**src/rtl/nreg_sipo_deser.sv**
```systemverilog
// nreg_sipo_deser: serial-in/parallel-out deserializer feeding the N-bit register io_D input.
// Bits are collected into WIDTH-bit words and each finished word sits in a one-entry
// valid/ready buffer; a word that completes while the buffer is full sets a sticky overrun.
// Optional feature macro NREG_DESER_PARITY_EN: each frame carries one trailing even-parity
// bit, completion moves to that bit and an io_parity_err flag is delivered with the word.
module nreg_sipo_deser #(
   parameter int WIDTH     = 8,
   parameter bit MSB_FIRST = 1'b0,
`ifdef NREG_DESER_PARITY_EN
   localparam int FRAME    = WIDTH + 1,
`else
   localparam int FRAME    = WIDTH,
`endif
   localparam int CW       = $clog2(FRAME)
) (
   input  logic             clk,
   input  logic             reset_n,
   input  logic             io_bit_in,
   input  logic             io_bit_valid,
   input  logic             io_sync,
   output logic [WIDTH-1:0] io_D_out,
   output logic             io_valid,
   input  logic             io_ready,
   output logic             io_overrun,
`ifdef NREG_DESER_PARITY_EN
   output logic [CW-1:0]    io_bitcnt,
   output logic             io_parity_err
`else
   output logic [CW-1:0]    io_bitcnt
`endif
);

   typedef enum logic {EMPTY = 1'b0, FULL = 1'b1} state_t;

   localparam logic [CW-1:0] LAST = CW'(FRAME - 1);

   state_t           state_q, state_d;
   logic [WIDTH-1:0] shreg_q, shreg_d;
   logic [WIDTH-1:0] data_q, data_d;
   logic [WIDTH-1:0] shift_nxt, word;
   logic [CW-1:0]    cnt_q, cnt_d;
   logic             ovr_q, ovr_d;
   logic             accept, complete, data_bit;
`ifdef NREG_DESER_PARITY_EN
   logic             par_q, par_d;
   logic             perr_q, perr_d;
   logic             word_perr;
`endif

   // a sync edge never accepts a bit; the last bit of a frame is the completing one
   assign accept    = io_bit_valid & ~io_sync;
   assign complete  = accept & (cnt_q == LAST);
   assign shift_nxt = MSB_FIRST ? {shreg_q[WIDTH-2:0], io_bit_in}
                                : {io_bit_in, shreg_q[WIDTH-1:1]};

`ifdef NREG_DESER_PARITY_EN
   // the parity bit is not shifted: the data word is already whole when it arrives
   assign data_bit  = accept & (cnt_q != LAST);
   assign word      = shreg_q;
   assign word_perr = par_q ^ io_bit_in;
`else
   // the completing bit is part of the word, so the candidate is the shifted value
   assign data_bit  = accept;
   assign word      = shift_nxt;
`endif

   // shift register and bit counter next state; sync or completion restarts the frame
   always_comb begin
      shreg_d = data_bit ? shift_nxt : shreg_q;
      cnt_d   = (io_sync | complete) ? '0 : accept ? cnt_q + CW'(1) : cnt_q;
   end

`ifdef NREG_DESER_PARITY_EN
   // running XOR of the data bits of the current frame
   always_comb begin
      par_d = (io_sync | complete) ? 1'b0 : data_bit ? par_q ^ io_bit_in : par_q;
   end
`endif

   // output buffer FSM: load on completion when empty or when the consumer takes the
   // old word on the same edge, otherwise a completion while full is an overrun
   always_comb begin
      state_d = state_q;
      data_d  = data_q;
      ovr_d   = ovr_q;
`ifdef NREG_DESER_PARITY_EN
      perr_d  = perr_q;
`endif
      case (state_q)
         EMPTY: begin
            if (complete) begin
               state_d = FULL;
               data_d  = word;
`ifdef NREG_DESER_PARITY_EN
               perr_d  = word_perr;
`endif
            end
         end
         FULL: begin
            if (complete && io_ready) begin
               data_d = word;
`ifdef NREG_DESER_PARITY_EN
               perr_d = word_perr;
`endif
            end else if (complete) begin
               ovr_d = 1'b1;
            end else if (io_ready) begin
               state_d = EMPTY;
            end
         end
         default: state_d = EMPTY;
      endcase
   end

   // state registers; reset discards both the partial word and any buffered word
   always_ff @(posedge clk or negedge reset_n) begin
      if (!reset_n) begin
         state_q <= EMPTY;
         shreg_q <= '0;
         data_q  <= '0;
         cnt_q   <= '0;
         ovr_q   <= 1'b0;
      end else begin
         state_q <= state_d;
         shreg_q <= shreg_d;
         data_q  <= data_d;
         cnt_q   <= cnt_d;
         ovr_q   <= ovr_d;
      end
   end

`ifdef NREG_DESER_PARITY_EN
   // parity accumulator and the error flag delivered with each word
   always_ff @(posedge clk or negedge reset_n) begin
      if (!reset_n) begin
         par_q  <= 1'b0;
         perr_q <= 1'b0;
      end else begin
         par_q  <= par_d;
         perr_q <= perr_d;
      end
   end

   assign io_parity_err = perr_q;
`endif

   assign io_D_out   = data_q;
   assign io_valid   = (state_q == FULL);
   assign io_overrun = ovr_q;
   assign io_bitcnt  = cnt_q;

endmodule

```
**config.mk**
```make
export PLATFORM = sky130hd
export DESIGN_NAME = nreg_sipo_deser
export DESIGN_NICKNAME = d
export VERILOG_FILES = /design/src/rtl/nreg_sipo_deser.sv
export SDC_FILE = /design/constraint.sdc
export NUM_CORES = 1
export LEC_CHECK = 0
export CORE_MARGIN = 2
export CORE_UTILIZATION = 50
export DETAILED_ROUTE_END_ITERATION = 7
export GPL_TIMING_DRIVEN = 0
export HOLD_SLACK_MARGIN = 0.02
export PLACE_DENSITY = 0.84
export SYNTH_ARGS = -nofsm -noshare
export SYNTH_HDL_FRONTEND = slang
export SYNTH_SLANG_ARGS = --single-unit
```
**constraint.sdc**
```tcl
create_clock -name clk -period 4.7 [get_ports clk]
set_input_delay 1.41 -clock clk [delete_from_list [all_inputs] [get_ports clk]]
set_output_delay 1.41 -clock clk [all_outputs]
set_load 0.03 [all_outputs]
```
=== After elaboration in Yosys (flattened, before gate mapping) ===
Cells that the tools add are included.
Widths: inputs -> output; s select.

* Register bits: 21
* Input port bits: 6
* Output and inout bits: 13
* Logic and storage cells: 29

* $add $sub $neg: 1
* Eq/ne operators: 3
* Mux-type cells: 10
* Bitwise operators: 6
* Reduce and logical (&&, ||, !) cells: 4

{| class="wikitable"
|+ Operators with widths
! kind !! count
|-
| $mux 8 || 2
|-
| $pmux 8 s2 || 1
|-
| $mux 3 || 2
|-
| $mux 1 || 4
|-
| $add 3x1->3 const B || 1
|-
| $eq 3x3->1 const B || 1
|-
| $not 1->1 || 3
|-
| $reduce_and 3->1 || 1
|-
| $and 1x1->1 || 2
|-
| $ne 2x1->1 const B || 1
|-
| $ne 2x2->1 const B || 1
|-
| $pmux 1 s2 || 1
|-
| $reduce_and 2->1 || 1
|-
| $reduce_bool 2->1 || 1
|-
| $logic_and 1x1->1 || 1
|-
| $or 1x1->1 || 1
|}

=== Depth between registers and ports, before layout ===
* Depth after elaboration: 6
* Depth in mapped cells: 5
* Mapped depth without buffers: 5

=== Worst setup path after synthesis ===
Ideal clock, no wire load.

* Path kind: in2reg
* Start: input port io_bit_valid
* End: register data_q[7], in the netlist io_D_out[7]
* Library setup time: 125 ps
* Data arrival time: 2256 ps
* Data required time: 4575 ps
* Setup slack: 2320 ps
* Stages on the path: 5
* Buffers on the path: 2
* Cells stage by stage: nor2b_4 -> buf_6 -> and3b_1 -> buf_6 -> mux2_2

* Cells in the longest elaborated chain, start to end: 5
* Elaborated cells between the ends (all ways): 6
* Classes of those cells: 2 x eq/ne; 2 x bitwise; 2 x reduce/logical

{| class="wikitable"
|+ Ends and longest elaborated chain
! item !! RTL line !! RTL
|-
| start, declared || 19 || <nowiki>input logic io_bit_valid,</nowiki>
|-
| $and 1x1->1 * || 51 || <nowiki>assign accept = io_bit_valid & ~io_sync;</nowiki>
|-
| $and 1x1->1 * || 52 || <nowiki>assign complete = accept & (cnt_q == LAST);</nowiki>
|-
| $logic_and 1x1->1 || 100 || <nowiki>if (complete && io_ready) begin</nowiki>
|-
| $ne 2x1->1 (no line) || n/a ||
|-
| $reduce_and 2->1 (no line) * || n/a ||
|-
| end signal, assigned || 126 || <nowiki>data_q <= data_d;</nowiki>
|-
| end, declared || 39 || <nowiki>logic [WIDTH-1:0] data_q, data_d;</nowiki>
|}

Mark *: on every way between the ends. The rest lies on a longest branch, timed or not.
A chain may end at the register's enable or synchronous reset.

=== Final worst setup path ===
* Start: register cnt_q[0], in the netlist io_bitcnt[0]
* End: output port io_bitcnt[0]

{| class="wikitable"
|+ RTL lines
! item !! RTL line !! RTL
|-
| start, declared || 41 || <nowiki>logic [CW-1:0] cnt_q, cnt_d;</nowiki>
|-
| start signal, assigned || 127 || <nowiki>cnt_q <= cnt_d;</nowiki>
|-
| end, declared || 29 || <nowiki>output logic [CW-1:0] io_bitcnt</nowiki>
|}

No word-level cell between the ends.

==> summary.md <==
| Metric | Value |
|---|---|
| Status | completed |
| Leak | 0.493 nW |
| Hold Vio Cnt, Final | 0 |
| I/O Buffers | 18 |
| DIE AREA | 1970 um^2 |
| Sw Share | 24.8% |
| Post-CTS sizing | 0 |
| Routability cong. | 0.670 |
| CP endpoint kind | output port |
| Clock sinks | 20 |
| Detailed placement HPWL | 925 um |
| Grt ovf | 0 |
| Final min period | 2780 ps |
| Initial drt markers | 0 |
| Design area | 1040 um^2 |
| R2R cell count | 5 |
| Max VDD drop | 0.194 mV |
| Hold endpoint | io_overrun$_DFFE_PN0P_ |
| DRC violations left | 0 |
| Yosys warning count | 0 |
| Number of buffer and inverter stages on the critical path | 1 |
| Area growth syn-to-layout | 27.3% |
| Skew final | 4.39 ps |
| Num ports | 19 |
| Routed Antenna Nets | 0 |
| Fillers | 119 |
| Post-DR wirelength/cell | 14.6 um |
| Clock share of power | 23.2% |
| First-pass GRT wire length | 2.24 mm |
| Max_cap viols | 0 |
| Die Y | 44.4 um |
| Syn_nets | 61 |
| Clock-pin slew on the worst setup and hold paths | 100 ps |
| Fmax achieved | 359 MHz |
| Syn avg cell area | 15.4 um^2 |
| Pwr dens | 325 nW/um^2 |
| Routed wire length | 1.31 mm |
| Vias/cell | 5.23 |
| Ant. Diodes | 0 |
| Root buffer cell | clkbuf_4 |
| Pin count of the biggest net entering global routing | 21 |
| Mapped Area | 817 um^2 |
| Final setup fails | 0 |
| Vias in the first global route | 471 |
| Worst-margin pin slew | 852 ps |
| Starting Density | 53.6% |
| CTS Hold Bufs | 0 |
| Crit share post-route | 59.2% |
| Net count, final | 84 |
| Hold path depth | 1 |
| Cell-internal power | 0.254 mW |
| Clock buffer depth | 2 |
| CP Class | reg -> out |
| Data arrival, critical path | 1370 ps |
| Post-Syn Instances | 53 |
| Setup Fix Bufs, Post-CTS | 0 |
| Core area | 1520 um^2 |
| Layout cells sized above 1 | 29.7% |
| Core Rows | 14 |
| Most common cell after layout, fill and taps aside | dfrtp_1 |
| Total negative slack | 0 ps |
| RSZ-0062 raised after global routing | false |
| Pins Over Slew Limit | 0 |
| Sequential fraction of the synthesis area | 61.3% |
| H-tree depth | 1 |
| CTS tree | built |
| Critical path cell sequence | clkdlybuf4s50_1 |
| CP peak stage delay | 690 ps |
| Slew headroom | 43.0% |
| Most frequent cells in the layout | dfrtp_1, clkdlybuf4s50_1, mux2_2, clkbuf_4 |
| Crit-path slowest cell | clkdlybuf4s50_1 |
| CP max FO | 4 |
| Synth unique cells | 14 |
| Top delay family on crit path | buffers and inverters |
| Vias | 471 |
| Min-delay src | io_overrun$_DFFE_PN0P_ |
| Sequential Power Share | 63.4% |
| DP Area | 1020 um^2 |
| Clk_lat worst skew | 290 ps |
| HP Class | reg -> reg |
| Worst R2R Start | io_bitcnt[0]$_DFFE_PN0P_ |
| Total Routing Usage GR | 16.2% |
| R2R Path End | io_D_out[7]$_DFFE_PN0P_ |
| Sw Pwr | 0.0839 mW |
| Die width | 44.4 um |
| Initial antenna violation count | 0 |
| CTS Buf Count | 3 |
| CP startpoint kind | flop |
| DRT Pass-1 Iters | 1 |
| Post-synthesis register bit count | 20 |
| WP data required | 3290 ps |
| Combinational power share | 13.5% |
| Setup slack, reg-to-reg | 3100 ps |
layout make-up:
| class | count | area [um^2] | area share [%] |
|---|---|---|---|
| well taps | 16 | 20.0 | 1.93 |
| flip-flops and latches | 20 | 500 | 48.1 |
| clock buffers | 3 | 22.5 | 2.17 |
| plain buffers | 2 | 22.5 | 2.17 |
| repair buffers | 18 | 180 | 17.3 |
| multi-input cells | 31 | 294 | 28.3 |
flip-flops by register name, summed over array words and instances (netlist names):
signal,count
shreg_q,7
io_bitcnt,3
io_valid,1
io_overrun,1
io_D_out,8
metrics by stage:
stage / worst slack, ps / hold WS, ps / instances / utilization (%) / power (mW)
6_report: 1920 / 477 / 90 / 68.2 / 0.338
5_1_grt: 1860 / 506 / 90 / 68.2 / 0.356
4_1_cts: 1900 / 483 / 90 / 68.2 / 0.341
3_5_place_dp: 1610 / 459 / 87 / 66.7 / 0.264
3_3_place_gp: 1640 / 448 / 87 / 66.7 / 0.259
2_1_floorplan: 2320 / 475 / 53 / - / 0.241
cells by family (layout without fill, tap and decap cells):
| group | Yosys count | count (layout) | share of synthesized area [%] |
|---|---|---|---|
| buffers and inverters | 2 | 23 | 2.76 |
| and+or+nand+nor | 9 | 9 | 7.81 |
| adders and majority gates | 2 | 2 | 3.06 |
| DFF | 20 | 20 | 61.3 |
| AOI/OAI and AO/OA | 4 | 4 | 3.22 |
| muxes | 16 | 16 | 21.9 |
worst register-to-register path: cells and delay by family (launching register included):
kind | cells | cell delay [ps]
flops | 1 | 420
fa+ha+maj | 2 | 470
mux | 1 | 270
buf+inv | 1 | 140
simple gates | 1 | 210
cell usage after synthesis:
master,instances,area (um^2)
buf_6,2,22.5
dfrtp_1,20,500
and3b_1,1,8.76
ha_1,2,25.0
a21oi_1,2,10.0
a31o_2,1,8.76
mux2_2,15,169
nor2b_1,1,6.26
nor2b_4,1,13.8
nor2_1,2,7.51
a21o_1,1,7.51
mux2i_1,1,10.0
nand2b_1,2,12.5
nand3b_1,2,15.0
power groups by stage:
stage | Clock (mW) | Combinational (mW) | Sequential [mW]
4_1_cts | 0.0804 | 0.0467 | 0.214
3_3_place_gp | 0 | 0.0441 | 0.215
2_1_floorplan | 0 | 0.0274 | 0.214
3_5_place_dp | 0 | 0.0469 | 0.217
5_1_grt | 0.0869 | 0.0509 | 0.218
6_report | 0.0784 | 0.0455 | 0.214
worst max path at each step:
stage / start / endpoint / slack (ps) / depth (start not counted)
after global routing: io_bitcnt[0]$_DFFE_PN0P_ / io_bitcnt[0] / 1860 / 1
after floorplan: io_bit_valid / io_D_out[7]$_DFFE_PN0P_ / 2320 / 5
after CTS: io_bitcnt[0]$_DFFE_PN0P_ / io_bitcnt[0] / 1900 / 1
after detailed placement: io_bit_valid / io_D_out[0]$_DFFE_PN0P_ / 1610 / 6
final: io_bitcnt[0]$_DFFE_PN0P_ / io_bitcnt[0] / 1920 / 1
after global placement: io_bit_valid / io_D_out[3]$_DFFE_PN0P_ / 1640 / 6
layer usage:
layer | wire length (um) | part of all wire, % | GRT usage (%)
met5 | 0 | 0 | 0
met4 | 9 | 0.69 | 7.27
met3 | 44 | 3.4 | 4.08
met2 | 633 | 48 | 25.9
met1 | 623 | 48 | 20.8
(Power assumes the default switching activity.)
